==> config.mk <==
export PLATFORM = sky130hd
export DESIGN_NAME = dcm_clkgen_prog
export DESIGN_NICKNAME = d
export VERILOG_FILES = /design/src/rtl/dcm_prog_pkg.sv /design/src/rtl/prog_shifter.sv /design/src/rtl/dcm_clkgen_prog.sv
export SDC_FILE = /design/constraint.sdc
export NUM_CORES = 1
export LEC_CHECK = 0
export BUFFER_PORTS_ARGS = -buffer_cell sky130_fd_sc_hd__buf_2
export CORE_ASPECT_RATIO = 1.2
export CORE_MARGIN = 2
export CORE_UTILIZATION = 25
export CTS_BUF_LIST = sky130_fd_sc_hd__clkbuf_8
export CTS_CLUSTER_DIAMETER = 60
export DETAILED_ROUTE_END_ITERATION = 16
export PLACE_DENSITY_LB_ADDON = 0.25
export SKIP_LAST_GASP = 1
export SYNTH_ARGS = -nofsm -noshare
export SYNTH_HDL_FRONTEND = slang
export SYNTH_SLANG_ARGS = --single-unit
==> constraint.sdc <==
create_clock -name clk -period 2.2 [get_ports clk]
set_input_delay 0.22 -clock clk [delete_from_list [all_inputs] [get_ports clk]]
set_output_delay 0.22 -clock clk [all_outputs]
set_load 0.1 [all_outputs]
==> src/rtl/dcm_prog_pkg.sv <==
// Shared types and constants for the DCM_CLKGEN PROG-port sequencer.
package dcm_prog_pkg;

  typedef enum logic [3:0] {
    S_IDLE,
    S_CHECK,
    S_REJECT,
    S_LOADD,
    S_GAP1,
    S_LOADM,
    S_GAP2,
    S_GO,
    S_WAIT_LO,
    S_WAIT_HI,
    S_FIN
  } state_t;

  localparam logic [1:0] ERR_OK      = 2'd0;
  localparam logic [1:0] ERR_INVALID = 2'd1;
  localparam logic [1:0] ERR_TIMEOUT = 2'd2;

  // Command pairs are shifted out bit0 first, ahead of the value.
  localparam logic [1:0] CMD_LOADD = 2'b01;
  localparam logic [1:0] CMD_LOADM = 2'b11;

  function automatic int chw(input int n);
    return (n <= 1) ? 1 : $clog2(n);
  endfunction

endpackage

==> src/rtl/prog_shifter.sv <==
// Serialiser for one PROG command word: 2-bit command then a VALW-bit value, LSB first.
module prog_shifter
  import dcm_prog_pkg::*;
#(
  parameter int VALW = 8
) (
  input  logic            clk,
  input  logic            rst,
  input  logic            load,
  input  logic            shift,
  input  logic [1:0]      cmd,
  input  logic [VALW-1:0] val,
  output logic            bit_out,
  output logic            done
);

  localparam int CW = chw(VALW + 3);
  localparam logic [CW-1:0] LEN = CW'(VALW + 2);

  logic [VALW+1:0] sr;
  logic [CW-1:0]   cnt;

  always_ff @(posedge clk or posedge rst) begin
    if (rst) begin
      cnt <= '0;
    end else if (load) begin
      cnt <= LEN;
    end else if (shift && cnt != '0) begin
      cnt <= cnt - CW'(1);
    end
  end

  always_ff @(posedge clk) begin
    if (load) begin
      sr <= {val, cmd};
    end else if (shift) begin
      sr <= sr >> 1;
    end
  end

  // bit_out is the bit the caller registers on the same edge that shifts it away.
  assign bit_out = sr[0];
  assign done    = (cnt == '0);

endmodule

==> src/rtl/dcm_clkgen_prog.sv <==
// Multi-channel DCM_CLKGEN PROG sequencer: validates one (ch, M, D) request, streams
// LoadD / LoadM / GO onto the selected channel and waits for PROGDONE with a timeout.
module dcm_clkgen_prog
  import dcm_prog_pkg::*;
#(
  parameter int NCH     = 2,
  parameter int VALW    = 8,
  parameter int TIMEOUT = 4096,
  localparam int CHW    = chw(NCH)
) (
  input  logic            clk,
  input  logic            reset_i,
  input  logic            req_valid,
  output logic            req_ready,
  input  logic [CHW-1:0]  req_ch,
  input  logic [VALW:0]   req_m,
  input  logic [VALW:0]   req_d,
  output logic [NCH-1:0]  prog_en,
  output logic [NCH-1:0]  prog_data,
  input  logic [NCH-1:0]  prog_done_i,
  output logic            busy,
  output logic            done_o,
  output logic [1:0]      err_o,
  output logic [CHW-1:0]  last_ch
);

  // M and D carry one extra bit so the top legal value 2^VALW is representable.
  localparam int TW = chw(TIMEOUT);
  localparam logic [TW-1:0]  TMAX  = TW'(TIMEOUT - 1);
  localparam logic [VALW:0]  VMAX  = {1'b1, {VALW{1'b0}}};
  localparam logic [CHW:0]   NCH_L = (CHW+1)'(NCH);

  state_t          state;
  logic [CHW-1:0]  ch;
  logic [VALW:0]   m_raw;
  logic [VALW:0]   d_raw;
  logic [TW-1:0]   tcnt;
  logic [NCH-1:0]  sel;
  logic            accept;
  logic            req_ok;
  logic            pd;
  logic            sh_load;
  logic            sh_shift;
  logic [1:0]      sh_cmd;
  logic [VALW-1:0] sh_val;
  logic            sh_bit;
  logic            sh_done;

  assign accept = (state == S_IDLE) && req_valid;
  assign sel    = NCH'(1) << ch;
  assign pd     = |(prog_done_i & sel);
  assign req_ok = (m_raw >= (VALW+1)'(2)) && (m_raw <= VMAX) &&
                  (d_raw != '0) && (d_raw <= VMAX) && ({1'b0, ch} < NCH_L);

  // D is loaded straight from the request on the accept edge; M once LoadD drains.
  assign sh_load  = accept || (state == S_LOADD && sh_done);
  assign sh_shift = (state == S_CHECK && req_ok) || state == S_GAP1 ||
                    state == S_LOADD || state == S_LOADM;
  assign sh_cmd   = (state == S_IDLE) ? CMD_LOADD : CMD_LOADM;
  assign sh_val   = (state == S_IDLE) ? VALW'(req_d - (VALW+1)'(1))
                                      : VALW'(m_raw - (VALW+1)'(1));

  prog_shifter #(.VALW(VALW)) u_shifter (
    .clk     (clk),
    .rst     (reset_i),
    .load    (sh_load),
    .shift   (sh_shift),
    .cmd     (sh_cmd),
    .val     (sh_val),
    .bit_out (sh_bit),
    .done    (sh_done)
  );

  always_ff @(posedge clk) begin
    if (accept) begin
      ch    <= req_ch;
      m_raw <= req_m;
      d_raw <= req_d;
    end
  end

  always_ff @(posedge clk or posedge reset_i) begin
    if (reset_i) begin
      state     <= S_IDLE;
      req_ready <= 1'b1;
      prog_en   <= '0;
      prog_data <= '0;
      busy      <= 1'b0;
      done_o    <= 1'b0;
      err_o     <= ERR_OK;
      last_ch   <= '0;
      tcnt      <= '0;
    end else begin
      case (state)
        S_IDLE: if (req_valid) begin
          state     <= S_CHECK;
          req_ready <= 1'b0;
          busy      <= 1'b1;
        end
        S_CHECK: if (req_ok) begin
          state     <= S_LOADD;
          prog_en   <= sel;
          prog_data <= sel & {NCH{sh_bit}};
        end else begin
          state <= S_REJECT;
        end
        S_REJECT: begin
          state   <= S_FIN;
          done_o  <= 1'b1;
          err_o   <= ERR_INVALID;
          busy    <= 1'b0;
          last_ch <= ch;
        end
        S_LOADD: if (sh_done) begin
          state     <= S_GAP1;
          prog_en   <= '0;
          prog_data <= '0;
        end else begin
          prog_data <= sel & {NCH{sh_bit}};
        end
        S_GAP1: begin
          state     <= S_LOADM;
          prog_en   <= sel;
          prog_data <= sel & {NCH{sh_bit}};
        end
        S_LOADM: if (sh_done) begin
          state     <= S_GAP2;
          prog_en   <= '0;
          prog_data <= '0;
        end else begin
          prog_data <= sel & {NCH{sh_bit}};
        end
        S_GAP2: begin
          state     <= S_GO;
          prog_en   <= sel;
          prog_data <= '0;
        end
        S_GO: begin
          state   <= S_WAIT_LO;
          prog_en <= '0;
          tcnt    <= '0;
        end
        // Timeout wins over a PROGDONE edge seen on the final counted cycle.
        S_WAIT_LO, S_WAIT_HI: begin
          if (tcnt == TMAX) begin
            state   <= S_FIN;
            done_o  <= 1'b1;
            err_o   <= ERR_TIMEOUT;
            busy    <= 1'b0;
            last_ch <= ch;
          end else if (state == S_WAIT_HI && pd) begin
            state   <= S_FIN;
            done_o  <= 1'b1;
            err_o   <= ERR_OK;
            busy    <= 1'b0;
            last_ch <= ch;
          end else begin
            if (state == S_WAIT_LO && !pd) state <= S_WAIT_HI;
            tcnt <= tcnt + TW'(1);
          end
        end
        S_FIN: begin
          state     <= S_IDLE;
          done_o    <= 1'b0;
          err_o     <= ERR_OK;
          req_ready <= 1'b1;
        end
        default: state <= S_IDLE;
      endcase
    end
  end

endmodule

=== Yosys cells after proc, flatten, opt, wreduce, memory -nomap -nowiden ===
Index checks and enable logic that the tools add are counted.

* Word-level logic and storage cells: 121
* Memory bits (read-only): 0
* Latch bits: 0
* Register bits after elaboration: 59
* Input port bits: 24
* Bits in writable memories: 0
* Memories kept: 0
* Output and inout bits: 10

* Multiply operators: 0
* Bitwise gates (word level): 2
* Reductions and logical operators: 39
* Order comparisons: 3
* $add $sub $neg: 4
* Divide/modulo/power cells: 0
* Equal/unequal tests: 20
* Muxes and demuxes: 38
* Shift operators: 1

{| class="wikitable"
|+ Operators by type and width
! kind !! count
|-
| $pmux W4 S9 || 1
|-
| $mux W4 || 8
|-
| $mux W12 || 2
|-
| $pmux W12 S2 || 1
|-
| $mux W10 || 2
|-
| $le A9 B9 Y1 const B || 2
|-
| $eq A4 B3 Y1 const B || 4
|-
| $pmux W2 S4 || 2
|-
| $sub A8 B1 Y8 const B || 2
|-
| $mux W2 || 7
|-
| $add A12 B1 Y12 const B || 1
|-
| $eq A12 B12 Y1 const B || 1
|-
| $eq A4 B4 Y1 const B || 3
|-
| $ne A2 B2 Y1 const B || 6
|-
| $reduce_bool A4 Y1 || 3
|-
| $reduce_bool A2 Y1 || 5
|-
| $ge A9 B2 Y1 const B || 1
|-
| $logic_and A1 B1 Y1 || 9
|-
| $mux W1 || 9
|-
| $reduce_and A3 Y1 || 3
|-
| $reduce_bool A9 Y1 || 1
|-
| $eq A4 B2 Y1 const B || 2
|-
| $logic_not A4 Y1 || 2
|-
| $mux W8 || 1
|-
| 16 further kinds || 29
|}

=== Logic depth before layout (Yosys ltp) ===
Gate-level depths: netlist (run 1).

* Depth after elaboration: 11
* Depth in mapped cells: 9
* Gate-level depth less buffers: 7

=== Hierarchy ===
Synthesis (run 1) repeated with hierarchy kept, for this count alone.

* Cells, all modules: 285
* Area, all modules: 3,175.5 µm²

{| class="wikitable"
|+ Modules (own cells, without submodules)
! module !! area an instance (µm²) !! sequential area each (µm²) !! times used !! cells each
|-
| dcm_clkgen_prog || 2,521.2 || 1,222.4 || 1 || 239
|-
| prog_shifter || 654.4 || 400.4 || 1 || 46
|}

=== Least setup slack after synthesis (run 1) ===
OpenSTA, ideal clock, no wires.

* Kind: flip-flop to flip-flop
* From: register state[3]
* To: register u_shifter.sr[8], data pin
* Setup time: 0.269 ns
* Stages on the path, launching flop included: 9
* Arrival time: 2.082 ns
* Slack: -0.151 ns
* Clock period less this slack: 2.351 ns
* Data required time: 1.931 ns
* Buffers on the path: 2
* Cell sequence: dfrtp_1 clkbuf_1 nor4_1 buf_2 mux2i_1 ha_1 o211ai_1 xnor2_1 o21ai_0

* Longest elaborated chain between the ends: 4
* Elaborated cells between the ends (all ways): 7
* Those cells by class: eq/ne (1); mux (2); reduce/logical (4)

{| class="wikitable"
|+ RTL lines
! element !! RTL line !! text
|-
| start: declaration || dcm_clkgen_prog.sv:33 || <nowiki>state_t state;</nowiki>
|-
| start signal: assignment || dcm_clkgen_prog.sv:84 || <nowiki>state <= S_IDLE;</nowiki>
|-
| start signal: assignment || dcm_clkgen_prog.sv:96 || <nowiki>state <= S_CHECK;</nowiki>
|-
| start signal: assignment || dcm_clkgen_prog.sv:101 || <nowiki>state <= S_LOADD;</nowiki>
|-
| $eq A4 B2 Y1 / $logic_not A4 Y1 (equally long branches) || dcm_clkgen_prog.sv:56, dcm_clkgen_prog.sv:49, dcm_clkgen_prog.sv:60 ||
|-
| $logic_and A1 B1 Y1 (on tied branches) || dcm_clkgen_prog.sv:56, dcm_clkgen_prog.sv:49 ||
|-
| $logic_or A1 B1 Y1 || dcm_clkgen_prog.sv:56 || <nowiki>assign sh_load = accept || (state == S_LOADD && sh_done);</nowiki>
|-
| $mux W10 * || prog_shifter.sv:34 || <nowiki>if (load) begin</nowiki>
|-
| end signal: assignment || prog_shifter.sv:35 || <nowiki>sr <= {val, cmd};</nowiki>
|-
| end signal: assignment || prog_shifter.sv:37 || <nowiki>sr <= sr >> 1;</nowiki>
|-
| end: declaration || prog_shifter.sv:20 || <nowiki>logic [VALW+1:0] sr;</nowiki>
|}

Mark *: on every way between the ends. The rest lies on a longest branch, timed or not.
A chain may end at the register's enable or synchronous reset.

=== Worst setup path after layout (run 1) ===
* From: register d_raw[5]
* To: register u_shifter.sr[1] (enable)

* Longest elaborated chain between the ends: 8
* Elaborated cells between the ends (all ways): 9
* Those cells by class: order compare (1); reduce/logical (8)

{| class="wikitable"
|+ RTL lines
! element !! RTL line !! text
|-
| start: declaration || dcm_clkgen_prog.sv:36 || <nowiki>logic [VALW:0] d_raw;</nowiki>
|-
| start signal: assignment || dcm_clkgen_prog.sv:78 || <nowiki>d_raw <= req_d;</nowiki>
|-
| parallel branches: the longest is 2 deep, another holds $le A9 B9 Y1 || -- ||
|-
| $logic_and A1 B1 Y1 * || dcm_clkgen_prog.sv:53 || <nowiki>(d_raw != '0) && (d_raw <= VMAX) && ({1'b0, ch} < NCH_L);</nowiki>
|-
| $logic_and A1 B1 Y1 * || dcm_clkgen_prog.sv:57 || <nowiki>assign sh_shift = (state == S_CHECK && req_ok) || state == S_GAP1 ||</nowiki>
|-
| $logic_or A1 B1 Y1 * (2 in series) || dcm_clkgen_prog.sv:57 ||
|-
| $logic_or A1 B1 Y1 * || dcm_clkgen_prog.sv:58 || <nowiki>state == S_LOADD || state == S_LOADM;</nowiki>
|-
| $reduce_bool A2 Y1 (no line) * || -- ||
|}

Mark *: on every way between the ends.

==> results.toml, run 1 <==
[outcome]
status = "complete, no violations"

[logic_synthesis]
async_reset_ff_share_pct = 50.8
syn_area_um2 = 3140
synth_seq_area_share_pct = 51.8
synth_flop_cell = "edfxtp_1"
ys_seq_elements = 59
synth_cell_types = 54
syn_inst = 305
synth_edf_count = 29
yosys_warnings = 0
synth_area_per_cell_um2 = 10.3
ys_top_cells_by_area = "edfxtp_1 28%, dfrtp_1 23%, mux2i_1 4.2%"
synthDominantCellAreaShare_pct = 27.8
synth_fp_nets = 333
synth_commonest_cells = "29 x dfrtp_1, 29 x edfxtp_1, 27 x nand2_1"
synth_area_leader_cell = "edfxtp_1"

[timing]
rsz0062_at_grt = "true"
timing.fmax_mhz = 462
hold_viol = 0
period_share_pct = 98.4
finClkSkew_ns = 0.00692
worst_pin_slew_ns = 0.485
slew_headroom_pct = 67.9
slew_violations = 0
setup_viol = 0
finalCriticalPeriod_ns = 2.17
setup_tns_ns = 0

[detailed_routing]
drtPass1Iterations = 4
ant_nets = 0
wl_per_cell_um = 14.0
drc = 0
vias = 2613
drt_iter0_markers = 87
via_per_inst = 4.81
drt-total-wl_um = 7580

[placed_design]
place_congestion = 0.847
place_hpwl_um = 5730
dpl-instance-area_um2 = 3760
place.port_buffers = 33

[clock_tree]
cts-root-buf = "clkbuf_8"
clock_path_buffers = 2
clk_latency_ns = 0.34
htreeDepth = 3
clkTransAtPathRegs_ns = 0.07
cts_tree = "yes"
cts_made_buffers = 9
cts.sinks = 59

[cells_and_area]
layout.nets = 405
final_area_um2 = 4100
fillers = 1238
antenna_cells = 0
drive_above_1_share_pct = 29.3
area_delta_synth_final_pct = 30.8

[setup_path]
crit_fanout = 5
end_kind = "register"
crit_required_ns = 2.30
reg2reg_to = "u_shifter.sr[1]"
worstPathArrival_ns = 2.27
r2r_cells = 6
criticalPathCategory = "register to register"
timing.rr.start = "d_raw[5]"
endpoint = "u_shifter.sr[1]"
crit_start = "d_raw[5]"
regToRegSetupSlack_ns = 0.03
worstSetupStartpointType = "register"

[pwr]
combPwrFrac_pct = 50.3
p_sw_w = 0.00246
pwr-share-clk_pct = 18.4
p_int_w = 0.00338
power.density_nw_per_um2 = 1420
leakagePower_nw = 1.64
p_sw_share_pct = 42.2
seqPwrFrac_pct = 31.2
ir_drop_mv = 0.542

[floorplan]
core_area_um2 = 12200
die_w_um = 106
die_h_um = 127
initial_core_util_pct = 25.8
rows = 44
dieArea_um2 = 13500
ios = 34

[grt]
grt_first_pass_wirelength_um = 12700
grt_overflow = 0
grt_usage_pct = 11.9
first_global_vias = 2655
grt_start_max_net_pins = 31
grt_antenna_before_repair = 0

[job]
cap_violations = 0

[worst_hold_path]
hold_path_class = "input port to register"
-- how the worst min path moves through the flow --
| stage | start | to | slack [ns] | cells past startpoint |
|---|---|---|---|---|
| after floorplan | reset_i | busy | 0.31 | 1 |
| after global placement | reset_i | err_o[1] | 0.33 | 3 |
| after detailed placement | reset_i | done_o | 0.34 | 3 |
| after CTS | req_m[5] | m_raw[5] | 0.04 | 1 |
| after global routing | req_m[5] | m_raw[5] | 0.03 | 1 |
| final | req_d[8] | d_raw[8] | 0.05 | 1 |
-- critical path: stages, from the launching register on --
cell and delay [ns]:
edfxtp_1 0.36, or4_4 0.54, or3_4 0.38, o211a_4 0.17
a21oi_2 0.18, o32ai_4 0.12, clkbuf_16 0.18
-- sequential cells by signal, summed over array words and instances, names as in the netlist --
name and count:
last_ch 1, u_shifter.cnt 4, err_o 2, done_o 1
u_shifter.sr 10, prog_data 2, ch 1, m_raw 9
req_ready 1, state 4, d_raw 9, busy 1
prog_en 2, tcnt 12
-- cells in the final DEF (no fill, tap or decap), types with 12 or more instances in the layout --
| cell type | n |
|---|---|
| a21oi_1 | 15 |
| dfrtp_1 | 29 |
| o21ai_0 | 19 |
| nand3_1 | 12 |
| buf_2 | 33 |
| mux2i_1 | 12 |
| inv_1 | 12 |
| edfxtp_1 | 29 |
| nand2_1 | 27 |
| nor2_1 | 22 |
| buf_4 | 36 |
-- metal layers --
metal,GRT usage [%],part of all wire (%),routed length [um],vias up
met5,0,0,0,-
met4,4.72,1.8,134,0
met3,2.83,3.2,245,15
met2,20.9,51,3870,51
met1,14.1,44,3330,1256
li1,-,-,-,1291
-- cell type report --
cell class,count,area [um^2],share of cell area (%)
Clock buffer,9,124,3.02
Clock inverter,7,92.6,2.26
Inverter,12,45.0,1.10
Multi-Input combinational cell,222,1510,36.9
Sequential cell,59,1620,39.6
Tap cell,161,201,4.91
Timing Repair Buffer,73,502,12.2
-- through the flow --
step           total power (W)  hold slack [ns]  worst slack, ns  util, %  cells
2_1_floorplan          0.00372            0.310           0.0317        -    305
3_3_place_gp           0.00460            0.326           0.0360     30.9    523
3_5_place_dp           0.00464            0.340         -0.00989     30.9    523
4_1_cts                0.00574           0.0385           0.0119     32.8    540
5_1_grt                0.00626           0.0322          -0.0231     33.7    543
6_report               0.00584           0.0539           0.0343     33.7    543
-- power by group through the flow --
stage               Combinational, W  Clock [W]  Sequential, W
detailed placement           0.00281          0        0.00183
CTS                          0.00282    0.00111        0.00181
floorplan                    0.00140          0        0.00232
global placement             0.00279          0        0.00181
finish                       0.00294    0.00108        0.00182
global route                 0.00322    0.00116        0.00187
-- kinds of logic (layout without fill, tap and decap cells) --
family | Yosys count | count (layout) | synth area share [%]
buffers and inverters | 24 | 101 | 2.99
XOR/XNOR | 7 | 7 | 1.96
adder cells (fa/ha/maj) | 4 | 4 | 1.60
flip-flops | 59 | 59 | 51.8
multiplexers | 19 | 19 | 6.30
AND/OR/NAND/NOR | 119 | 119 | 20.6
AO/OA/AOI/OAI | 73 | 73 | 14.8
-- repair_timing --
item,CTS,global route
gates cloned,0,1
setup endpoints to repair,12,21
pin swaps,0,3
endpoints found under the hold margin,29,0
setup buffers,0,2
hold buffers,1,0
gates resized for setup,1,15
No activity file was read; power rests on OpenSTA's default activity.
==> run 2: changes to the inputs <==
--- a/config.mk
+++ b/config.mk
@@ -16,4 +16,5 @@
 export SKIP_LAST_GASP = 1
 export SYNTH_ARGS = -nofsm -noshare
 export SYNTH_HDL_FRONTEND = slang
+export SYNTH_HIERARCHICAL = 1
 export SYNTH_SLANG_ARGS = --single-unit
==> results.toml, run 2 <==
[logic_synthesis]
synth_cell_types = 60
synth-adder-area-share_pct = 1.18
synth_flop_cell = "edfxtp_1"
synth_commonest_cells = "30 x nor2_1, 29 x dfrtp_1, 29 x edfxtp_1"
synthMuxAreaShare_pct = 9.73
yosysMostFrequentCell = "nor2_1"
syn_inst = 285
yosys_warnings = 6
synth_seq_area_share_pct = 51.1
synth_edf_count = 29
synth_xor_area_share_pct = 4.96
syn_area_um2 = 3180
synthDominantCellAreaShare_pct = 27.4
synth_area_leader_cell = "edfxtp_1"
synth_top_family_by_area = "simple AND/OR/NAND/NOR gates"
synth_area_per_cell_um2 = 11.1
synth_fp_nets = 312
synth_compound_area_share_pct = 8.94
async_reset_ff_share_pct = 50.8
ys_seq_elements = 59
ys_top_cells_by_area = "edfxtp_1 27%, dfrtp_1 23%, mux2i_1 4.4%"
synth-simple-area-share_pct = 19.8

[cells_and_area]
fillers = 1284
layout.nets = 387
top_register = "tcnt"
final_common_cell = "buf_4"
largest_register_ffs = 12
drive_above_1_share_pct = 35.6
final_cell_mix = "39 x buf_4, 33 x buf_2, 29 x nor2_1, 29 x dfrtp_1, 29 x edfxtp_1"
reg.largest.list = "tcnt: 12 flops, u_shifter/sr: 10 flops"
fin_util_pct = 32.6
antenna_cells = 0
area_delta_synth_final_pct = 28.9

[detailed_routing]
wl_per_cell_um = 13.5
vias = 2397
ant_nets = 0
drc = 0
drt-total-wl_um = 7130
via_per_inst = 4.53
drt_iter0_markers = 78
drtPass1Iterations = 4

[floorplan]
core_area_um2 = 12600
die_w_um = 107
initial_core_util_pct = 25.3
dieArea_um2 = 13600
ios = 34
rows = 45
die_h_um = 127

[setup_path]
worstSetupStartpointType = "register"
cp_slowest_cell = "or4_4"
worstPathCellList = "or4_4 -> o21ai_1 -> nand4_1 -> a21boi_1 -> o21a_2 -> or4b_4 -> a211o_1"
path_buf_inv = 0
end_kind = "register"
cpPeakStageDelay_ns = 0.55
crit_required_ns = 2.43
worstPathArrival_ns = 2.57
crit_fanout = 3
criticalPathCategory = "register to register"
critPathTopFamily = "simple AND/OR/NAND/NOR gates"

[pwr]
combPwrFrac_pct = 51.0
p_sw_w = 0.00236
ir_drop_mv = 0.439
power.density_nw_per_um2 = 1370
p_int_w = 0.00324
leakagePower_nw = 1.65
power_w = 0.00560
p_sw_share_pct = 42.2
pwr-share-clk_pct = 16.7
seqPwrFrac_pct = 32.4

[grt]
gr-usage-met2_pct = 18.3
grt_start_max_net_pins = 27
first_global_vias = 2364
grt_usage_pct = 11.2
grt_antenna_before_repair = 0
gr-usage-met3_pct = 2.81
grt_overflow = 0
grtUsageMet1_pct = 13.7
grt_first_pass_wirelength_um = 11800
top_usage_layer = "met2"

[clock_tree]
clock_path_buffers = 2
cts-root-buf = "clkbuf_8"
cts_made_buffers = 9
cts_tree = "yes"
htreeDepth = 3
clk_latency_ns = 0.36
cts.sinks = 59
clkTransAtPathRegs_ns = 0.07

[placed_design]
place_congestion = 0.802
dp_slack_ns = -0.182
place.port_buffers = 33
place_hpwl_um = 5120

[timing]
slew_violations = 0
hold-worst-slack_ns = 0.0393
hold_viol = 0
finClkSkew_ns = 0.0129
fin_ws_ns = -0.138
finalCriticalPeriod_ns = 2.34
timing.fmax_mhz = 428
period_share_pct = 106
setup_viol = 13
rsz0062_at_grt = "true"

[outcome]
status = "finished with violations"
violations = "setup timing"

[worst_hold_path]
hold_path_class = "input port to register"

[job]
cap_violations = 0
-- run 2: power groups by stage --
stage          Clock, W  Combinational (W)  Sequential, W
2_1_floorplan         0            0.00144        0.00233
3_3_place_gp          0            0.00256        0.00181
3_5_place_dp          0            0.00258        0.00183
4_1_cts        0.000972            0.00265        0.00181
5_1_grt         0.00101            0.00311        0.00186
6_report       0.000934            0.00285        0.00181
-- run 2: metrics by stage --
stage | instances | cell area, um^2 | setup TNS [ns]
floorplan | 285 | 3190 | -0.845
global placement | 503 | 3740 | -1.50
detailed placement | 503 | 3740 | -1.74
CTS | 522 | 3960 | -1.65
global route | 529 | 4090 | -2.86
finish | 529 | 4090 | -1.45
-- run 2: final cells by class --
cell class / count / area (um^2) / area share, %
well taps: 164 / 205 / 5.01
flip-flops and latches: 59 / 1620 / 39.7
multi-input cells: 204 / 1530 / 37.4
clock inverters: 6 / 46.3 / 1.13
inverters: 10 / 41.3 / 1.01
clock buffers: 10 / 138 / 3.36
repair buffers: 76 / 510 / 12.5
-- run 2: cell families after synthesis --
group / Yosys count
compound gates: 39
xor+xnor: 18
fa+ha+maj: 3
buf+inv: 23
flops: 59
mux: 29
other cells: 1
simple gates: 113
-- run 2: final timing paths --
check | from | endpoint | slack [ns] | cells after the start
max | d_raw[2] | u_shifter/cnt[3] | -0.14 | 7
min | req_m[7] | m_raw[7] | 0.04 | 1
max reg2reg | d_raw[2] | u_shifter/cnt[3] | -0.14 | 7
min reg2reg | done_o | done_o | 0.49 | 1
max in group asynchronous | reset_i | req_ready | 1.33 | 4
min in group asynchronous | reset_i | prog_data[1] | 0.29 | 3
-- run 2: layer usage --
metal  routed length (um)  vias to the layer above
li1                     -                     1189
met1                 3290                     1158
met2                 3460                       39
met3                  241                       11
met4                  139                        0
met5                    0                        -
-- run 2: repair_timing --
action	CTS	global route
hold buffers	1	0
gates cloned	1	0
setup endpoints to repair	14	20
endpoints found under the hold margin	6	0
gates resized for setup	5	16
buffers inserted	1	7
pin swaps	1	10
==> run 3: changes to the inputs <==
--- a/config.mk
+++ b/config.mk
@@ -12,6 +12,7 @@
 export CTS_BUF_LIST = sky130_fd_sc_hd__clkbuf_8
 export CTS_CLUSTER_DIAMETER = 60
 export DETAILED_ROUTE_END_ITERATION = 16
+export GPL_TIMING_DRIVEN = 0
 export PLACE_DENSITY_LB_ADDON = 0.25
 export SKIP_LAST_GASP = 1
 export SYNTH_ARGS = -nofsm -noshare
==> results.toml, run 3 (synthesis gave the netlist of run 2 again) <==
[outcome]
status = "finished with violations"
violations = "setup timing"

[clock_tree]
clock_path_buffers = 2
cts.sinks = 59
clk_latency_ns = 0.34
clkTransAtPathRegs_ns = 0.07
cts-root-buf = "clkbuf_8"
htreeDepth = 3
cts_tree = "yes"
cts_made_buffers = 9

[timing]
slew_headroom_pct = 29.3
finClkSkew_ns = 0.0149
fin_ws_ns = -0.256
rsz0062_at_grt = "true"
worst_pin_slew_ns = 1.06
timing.fmax_mhz = 407
hold_viol = 0
slew_violations = 0
hold-worst-slack_ns = 0.0530
setup_viol = 15
period_share_pct = 112
setup_tns_ns = -2.44
finalCriticalPeriod_ns = 2.46

[floorplan]
core_area_um2 = 12600
initial_core_util_pct = 25.3
die_h_um = 127
ios = 34
die_w_um = 107
rows = 45
dieArea_um2 = 13600

[cells_and_area]
drive_above_1_share_pct = 37.0
final_cell_mix = "34 x buf_2, 29 x nor2_1, 29 x dfrtp_1, 29 x edfxtp_1, 24 x buf_4"
largest_register_ffs = 12
fin_util_pct = 33.3
area_delta_synth_final_pct = 31.8
final_common_cell = "buf_2"
top_register = "tcnt"
layout.nets = 381
antenna_cells = 0
layoutNonFillerInstCount = 523
reg.largest.list = "tcnt: 12 flops, u_shifter/sr: 10 flops"

[setup_path]
worstSetupStartpointType = "register"
worstPathArrival_ns = 2.68
criticalPathCategory = "register to register"
crit_fanout = 4
crit_required_ns = 2.42
end_kind = "register"

[grt]
grt_antenna_before_repair = 0
grt_usage_pct = 11.4
grt_start_max_net_pins = 27
grt_overflow = 0
grt_first_pass_wirelength_um = 12100
first_global_vias = 2398

[pwr]
ir_drop_mv = 0.450
power.density_nw_per_um2 = 1420
leakagePower_nw = 1.65

[placed_design]
place_hpwl_um = 5070
place_congestion = 0.742
dp_slack_ns = -0.366
dp.cells = 482
place.port_buffers = 33

[detailed_routing]
drc = 0
drtPass1Iterations = 4
vias = 2403
ant_nets = 0
wl_per_cell_um = 14.5
via_per_inst = 4.59
drt_iter0_markers = 69
drt-total-wl_um = 7580

[job]
cap_violations = 0

[worst_hold_path]
hold_path_class = "input port to register"
run 3: through the flow:
| step | total power, W | area, um^2 |
|---|---|---|
| finish | 0.00594 | 4190 |
| global route | 0.00630 | 4190 |
| CTS | 0.00569 | 3980 |
| detailed placement | 0.00429 | 3560 |
| global placement | 0.00425 | 3560 |
| floorplan | 0.00377 | 3190 |
run 3: cell type report:
cell class	count	area [um^2]
sequential	59	1620
clock inverter	7	92.6
fill	1261	8370
tap	164	205
multi-input combinational	204	1620
inverter	10	37.5
timing repair buffer	57	365
buffer	13	121
clock buffer	9	124
run 3: final timing paths:
kind	start	depth (start not counted)	slack (ns)	end
max in group asynchronous	reset_i	3	0.85	done_o
min	req_m[3]	1	0.05	m_raw[3]
max	d_raw[5]	7	-0.26	u_shifter/cnt[3]
min reg2reg	done_o	1	0.48	done_o
max reg2reg	d_raw[5]	7	-0.26	u_shifter/cnt[3]
min in group asynchronous	reset_i	3	0.32	u_shifter/cnt[0]
run 3: routing by layer:
layer / vias to the layer above / share of wire, % / track usage [%]
li1: 1179 / - / -
met1: 1157 / 46 / 14.6
met2: 54 / 49 / 18.6
met3: 13 / 4.3 / 3.27
met4: 0 / 1.5 / 4.05
met5: - / 0 / 0
run 3: worst max-delay path, cell delays in order (launching register included):
cell and delay [ns]:
edfxtp_1 0.37, or4_4 0.58, o21ai_2 0.15, nand4_1 0.14, a21boi_1 0.19, o21a_2 0.17, or4b_4 0.47, a211o_1 0.28
run 3: repair_timing:
item                                    CTS  global route
cloned                                    1             1
buffers inserted                         12            12
endpoints found under the hold margin     4             0
endpoints found under the setup margin   47            29
pin swaps                                 9            12
hold buffers                              1             0
gates resized for setup                  22            24
run 3: where the power goes:
group	leakage, nW	internal, W	switching (W)
registers	0.649	0.00161	0.000228
clock network	0.103	0.000633	0.000459
logic	0.899	0.00126	0.00175
